==> src/rtl/axi_pkg.sv <==
// Shared AXI-lite definitions: response codes and the write-arbiter state encoding.
package axi_pkg;

  localparam logic [1:0] RESP_OKAY   = 2'b00;
  localparam logic [1:0] RESP_EXOKAY = 2'b01;
  localparam logic [1:0] RESP_SLVERR = 2'b10;
  localparam logic [1:0] RESP_DECERR = 2'b11;

  typedef enum logic [3:0] {
    ST_IDLE  = 4'b0001,
    ST_ISSUE = 4'b0010,
    ST_WAIT  = 4'b0100,
    ST_DONE  = 4'b1000
  } arb_state_t;

endpackage

==> src/rtl/rr_pick.sv <==
// Combinational round-robin select: the search starts one past ptr and wraps;
// the first set request bit wins.
module rr_pick #(
  parameter int N_REQ = 4,
  parameter int IDX_W = $clog2(N_REQ)
) (
  input  logic [N_REQ-1:0] req,
  input  logic [IDX_W-1:0] ptr,
  output logic             grant_valid,
  output logic [IDX_W-1:0] grant_idx
);

  always_comb begin
    grant_valid = 1'b0;
    grant_idx   = '0;
    for (int off = 1; off <= N_REQ; off++) begin
      if (!grant_valid && req[(int'(ptr) + off) % N_REQ]) begin
        grant_valid = 1'b1;
        grant_idx   = IDX_W'((int'(ptr) + off) % N_REQ);
      end
    end
  end

endmodule

==> src/rtl/axi_wr_arbiter.sv <==
// Round-robin arbiter serialising whole AXI-lite write transactions from
// N_REQ requesters onto one write master.
//   state | meaning
//   IDLE  | sample req_valid, latch winner payload and grant_id
//   ISSUE | one-cycle m_valid pulse
//   WAIT  | hold payload until m_ready, capture m_bresp
//   DONE  | pulse req_done[grant_id], advance round-robin pointer
module axi_wr_arbiter
  import axi_pkg::*;
#(
  parameter int N_REQ  = 4,
  parameter int ADDR_W = 32,
  parameter int DATA_W = 32
) (
  input  logic                        ACLK,
  input  logic                        ARESET,
  input  logic [N_REQ-1:0]            req_valid,
  input  logic [N_REQ*ADDR_W-1:0]     req_addr,
  input  logic [N_REQ*DATA_W-1:0]     req_data,
  input  logic [N_REQ*DATA_W/8-1:0]   req_strb,
  output logic [N_REQ-1:0]            req_done,
  output logic [1:0]                  req_resp,
  output logic                        m_valid,
  output logic [ADDR_W-1:0]           m_aw_addr,
  output logic [DATA_W-1:0]           m_w_data,
  output logic [DATA_W/8-1:0]         m_w_strb,
  input  logic                        m_ready,
  input  logic [1:0]                  m_bresp,
  output logic                        busy,
  output logic [$clog2(N_REQ)-1:0]    grant_id
);

  localparam int STRB_W = DATA_W / 8;
  localparam int IDX_W  = $clog2(N_REQ);

  arb_state_t        state, next_state;
  logic              pick_valid;
  logic [IDX_W-1:0]  pick_idx;
  logic [IDX_W-1:0]  ptr;
  logic [IDX_W-1:0]  grant_q;
  logic [ADDR_W-1:0] addr_q;
  logic [DATA_W-1:0] data_q;
  logic [STRB_W-1:0] strb_q;
  logic [1:0]        resp_q;

  rr_pick #(.N_REQ(N_REQ), .IDX_W(IDX_W)) u_rr_pick (
    .req         (req_valid),
    .ptr         (ptr),
    .grant_valid (pick_valid),
    .grant_idx   (pick_idx)
  );

  always_ff @(posedge ACLK or posedge ARESET) begin
    if (ARESET) state <= ST_IDLE;
    else        state <= next_state;
  end

  always_comb begin
    next_state = state;
    case (state)
      ST_IDLE:  if (pick_valid) next_state = ST_ISSUE;
      ST_ISSUE: next_state = ST_WAIT;
      ST_WAIT:  if (m_ready) next_state = ST_DONE;
      ST_DONE:  next_state = ST_IDLE;
      default:  next_state = ST_IDLE;
    endcase
  end

  // Payload is latched once in IDLE so requesters cannot disturb an issued write.
  always_ff @(posedge ACLK or posedge ARESET) begin
    if (ARESET) begin
      addr_q  <= '0;
      data_q  <= '0;
      strb_q  <= '0;
      grant_q <= '0;
      resp_q  <= RESP_OKAY;
      ptr     <= IDX_W'(N_REQ - 1);
    end else begin
      if (state == ST_IDLE && pick_valid) begin
        addr_q  <= req_addr[pick_idx*ADDR_W +: ADDR_W];
        data_q  <= req_data[pick_idx*DATA_W +: DATA_W];
        strb_q  <= req_strb[pick_idx*STRB_W +: STRB_W];
        grant_q <= pick_idx;
      end
      if (state == ST_WAIT && m_ready) resp_q <= m_bresp;
      if (state == ST_DONE)            ptr    <= grant_q;
    end
  end

  always_comb begin
    req_done = '0;
    if (state == ST_DONE) req_done[grant_q] = 1'b1;
  end

  assign req_resp  = (state == ST_DONE) ? resp_q : RESP_OKAY;
  assign m_valid   = (state == ST_ISSUE);
  assign busy      = (state != ST_IDLE);
  assign m_aw_addr = addr_q;
  assign m_w_data  = data_q;
  assign m_w_strb  = strb_q;
  assign grant_id  = grant_q;

endmodule
==> config.mk <==
export PLATFORM = sky130hd
export DESIGN_NAME = axi_wr_arbiter
export DESIGN_NICKNAME = d
export VERILOG_FILES = /design/src/rtl/axi_pkg.sv /design/src/rtl/rr_pick.sv /design/src/rtl/axi_wr_arbiter.sv
export SDC_FILE = /design/constraint.sdc
export NUM_CORES = 1
export LEC_CHECK = 0
export ABC_CLOCK_PERIOD_IN_PS = 4250
export BUFFER_PORTS_ARGS = -buffer_cell sky130_fd_sc_hd__buf_4
export CELL_PAD_IN_SITES_DETAIL_PLACEMENT = 1
export CELL_PAD_IN_SITES_GLOBAL_PLACEMENT = 1
export CORE_AREA = 2 2 140 142
export CTS_BUF_LIST = sky130_fd_sc_hd__clkbuf_16
export DETAILED_ROUTE_END_ITERATION = 8
export DIE_AREA = 0 0 142 144
export PLACE_DENSITY_LB_ADDON = 0.25
export SYNTH_ARGS = -nofsm -noshare
export SYNTH_HDL_FRONTEND = slang
export SYNTH_SLANG_ARGS = --single-unit
==> constraint.sdc <==
create_clock -name ACLK -period 4.25 [get_ports ACLK]
set_clock_uncertainty 0.1 [all_clocks]
set_input_delay 0.6375 -clock ACLK [delete_from_list [all_inputs] [get_ports ACLK]]
set_output_delay 0.6375 -clock ACLK [all_outputs]
set_load 0.01 [all_outputs]
==> results by group <==
Synth
  – Post-synth EDFFs: 0
  – Main flop type after synthesis: dfrtp_1
  – Number of unique standard cell types used by synthesis: 37
  – Register area share after synthesis: 37.0%
  – Syn nets: 880
  – Syn. warnings: 0
  – Number of synthesized register bits: 78
  – Largest cells by area after synthesis: dfrtp_1, mux2i_1, a21o_1
  – Gate count after technology mapping: 599
  – Async S/R FF share, synth: 100%
  – Synth top area share: 35.5%
  – Synthesized area: 5280 um^2
  – Yosys top cell by area: dfrtp_1
  – Post-Syn Area per Cell: 8.82 um^2

Pwr
  – Clk pwr share: 16.2%
  – Switching Fraction: 42.2%
  – Maximum vdd drop: 0.314 mV
  – Gate power share: 57.3%
  – Psw: 2.16 mW
  – P_leak: 4.14 nW
  – Internal power: 2.97 mW
  – Pwr per Cell Area: 602 nW/um^2
  – Flop pwr share: 26.5%

Setup path
  – Critical Path Source: ptr[1]$_DFFE_PP1P_
  – Max stage delay on crit path: 0.66 ns
  – CP Capture Type: flip-flop
  – R2r startpoint: ptr[1]$_DFFE_PP1P_
  – Crit-path max FO: 18
  – Data required time at the worst endpoint: 4.36 ns
  – Slowest CP cell: dfstp_2
  – Kind of start point of the critical path: flip-flop
  – Crit-path cells: mux2i_1 -> o2bb2ai_4 -> nor2_4 -> buf_4 -> mux2i_1 -> o211ai_1
  – Crit path kind: reg -> reg
  – Most used cell, CP: mux2i_1
  – CP arrival: 2.93 ns

Outcome
  – Status: completed

Routing
  – Drt wl/cell: 20.7 um
  – Post-detailed-routing wire length: 24100 um
  – ANT nets after route: 0
  – DRT iter0 DRCs: 210
  – Routed vias/inst: 5.18
  – DR vias: 6037
  – TritonRoute pass-1 iters: 6
  – Drc violations: 0

GRT
  – Vias in the first global route: 6277
  – First-pass GRT wire length: 35400 um
  – Initial antenna violation count: 0
  – GRT Total Usage: 22.6%
  – Largest net degree at the start of global routing: 72
  – Remaining global-route overflow: 0

CTS
  – Clk_lat worst skew: 0.34 ns
  – Clock slew at reported path FFs: 0.06 ns
  – Total CTS buffers: 9
  – CTS resizes: 0
  – Clk sink count: 78
  – CTS H-Tree Depth: 3
  – Clk root buf: clkbuf_16
  – Clock Path Buffers: 2
  – Hold_buf cts: 0
  – CTS tree: done
  – Post-CTS setup buffers: 0

Die
  – I/O pins: 359
  – Total die area: 20400 um^2
  – Die Wd: 142 um
  – Core area: 19100 um^2
  – Initial Utilization: 27.7%
  – DIE HEIGHT: 144 um
  – Site Rows: 51

Finish
  – Most common cell after layout, fill and taps aside: buf_4
  – Most frequent cells in the layout: buf_4, nand2_1, dfrtp_1, nand3_1
  – Area growth, synth to finish: 61.3%
  – Fin nets: 1204
  – Antenna diodes: 0
  – Post-route cell area: 8520 um^2
  – Share of cells above drive strength 1: 45.3%
  – FILL cells: 2272

Flow run
  – Number of max-cap violations: 0

Place
  – Dpl hpwl: 17500 um
  – Final Wtd Congestion: 0.791
  – I/O Buffers: 358
  – Post-DP Area: 8210 um^2

STA
  – Final hold slack: 0.180 ns
  – Max transition margin: 39.1%
  – # setup viols final: 0
  – Fin crit share: 66.3%
  – Final Hold Fails: 0
  – Peak Freq: 355 MHz
  – Final Critical Period: 2.82 ns
  – Worst slew pin tran: 0.911 ns
  – RSZ-0062 raised after global routing: no
  – Slew Limit Fails: 0
  – Setup TNS: 0 ns

Worst hold path
  – Min-Delay Path Class: in -> async
logic make-up after synthesis:
kind of cell	synth area share [%]
AO/OA/AOI/OAI	29.4
buffers and inverters	5.42
multiplexers	13.5
AND/OR/NAND/NOR	14.6
flip-flops	37.0
state kept, by name (all words and copies together) (netlist names):
name / flops
ptr: 2
m_w_data: 32
m_aw_addr: 32
m_w_strb: 4
state: 4
grant_id: 2
resp_q: 2
worst max-delay path, delay by kind of cell (launching register included):
kind | cells | cell delay (ns)
and+or+nand+nor | 1 | 0.43
buffers and inverters | 1 | 0.42
DFF | 1 | 0.66
muxes | 2 | 0.80
AOI/OAI and AO/OA | 2 | 0.25
per-layer routing:
metal | vias up | global-route usage, % | part of all wire (%)
li1 | 2844 | - | -
met1 | 2909 | 26.7 | 40
met2 | 254 | 39.6 | 50
met3 | 30 | 6.36 | 8.3
met4 | 0 | 7.26 | 2.1
met5 | - | 0 | 0
layout make-up:
cell class	count	area (um^2)	area share, %
Clock buffer	9	225	2.64
Clock inverter	7	80.1	0.940
Inverter	4	16.3	0.191
Multi-Input combinational cell	458	3100	36.4
Sequential cell	78	1960	23.0
Tap cell	238	298	3.50
Timing Repair Buffer	372	2840	33.4
metrics by stage:
step | utilization, % | cells | power [mW] | worst slack (ns)
floorplan | - | 599 | 3.05 | 1.52
global placement | 43.1 | 1150 | 4.29 | 1.36
detailed placement | 43.1 | 1150 | 4.35 | 1.36
CTS | 44.7 | 1166 | 5.20 | 1.43
global route | 44.7 | 1166 | 5.51 | 1.30
finish | 44.7 | 1166 | 5.13 | 1.43
Yosys cell counts (2+ instances only):
master	count
a21o_1	70
and2_1	2
and3_1	2
buf_2	13
buf_6	4
clkbuf_1	40
dfrtp_1	75
dfstp_2	3
inv_1	4
mux2_2	2
mux2i_1	69
nand2_1	79
nand3_1	70
nor2_1	7
nor3_1	3
o211ai_1	48
o211ai_2	20
o21ai_0	69
path summary, 6_finish.rpt:
path,slack (ns),end,cells past startpoint
worst max-delay path,1.43,m_aw_addr[1]$_DFFE_PP0P_,6
worst min-delay path,0.18,m_w_data[0]$_DFFE_PP0P_,2
worst max register to register,1.43,m_aw_addr[1]$_DFFE_PP0P_,6
worst min register to register,0.40,resp_q[1]$_DFFE_PP0P_,1
max in group asynchronous,3.04,state[0]$_DFFE_PP1P_,3
min in group ACLK,0.40,resp_q[1]$_DFFE_PP0P_,1
power groups by stage:
| stage | registers, mW | clock network, mW | logic (mW) |
|---|---|---|---|
| 6_report | 1.36 | 0.830 | 2.94 |
| 2_1_floorplan | 1.46 | 0 | 1.59 |
| 4_1_cts | 1.36 | 0.855 | 2.98 |
| 3_5_place_dp | 1.37 | 0 | 2.98 |
| 5_1_grt | 1.41 | 0.888 | 3.21 |
| 3_3_place_gp | 1.36 | 0 | 2.93 |
(Power assumes the default switching activity.)
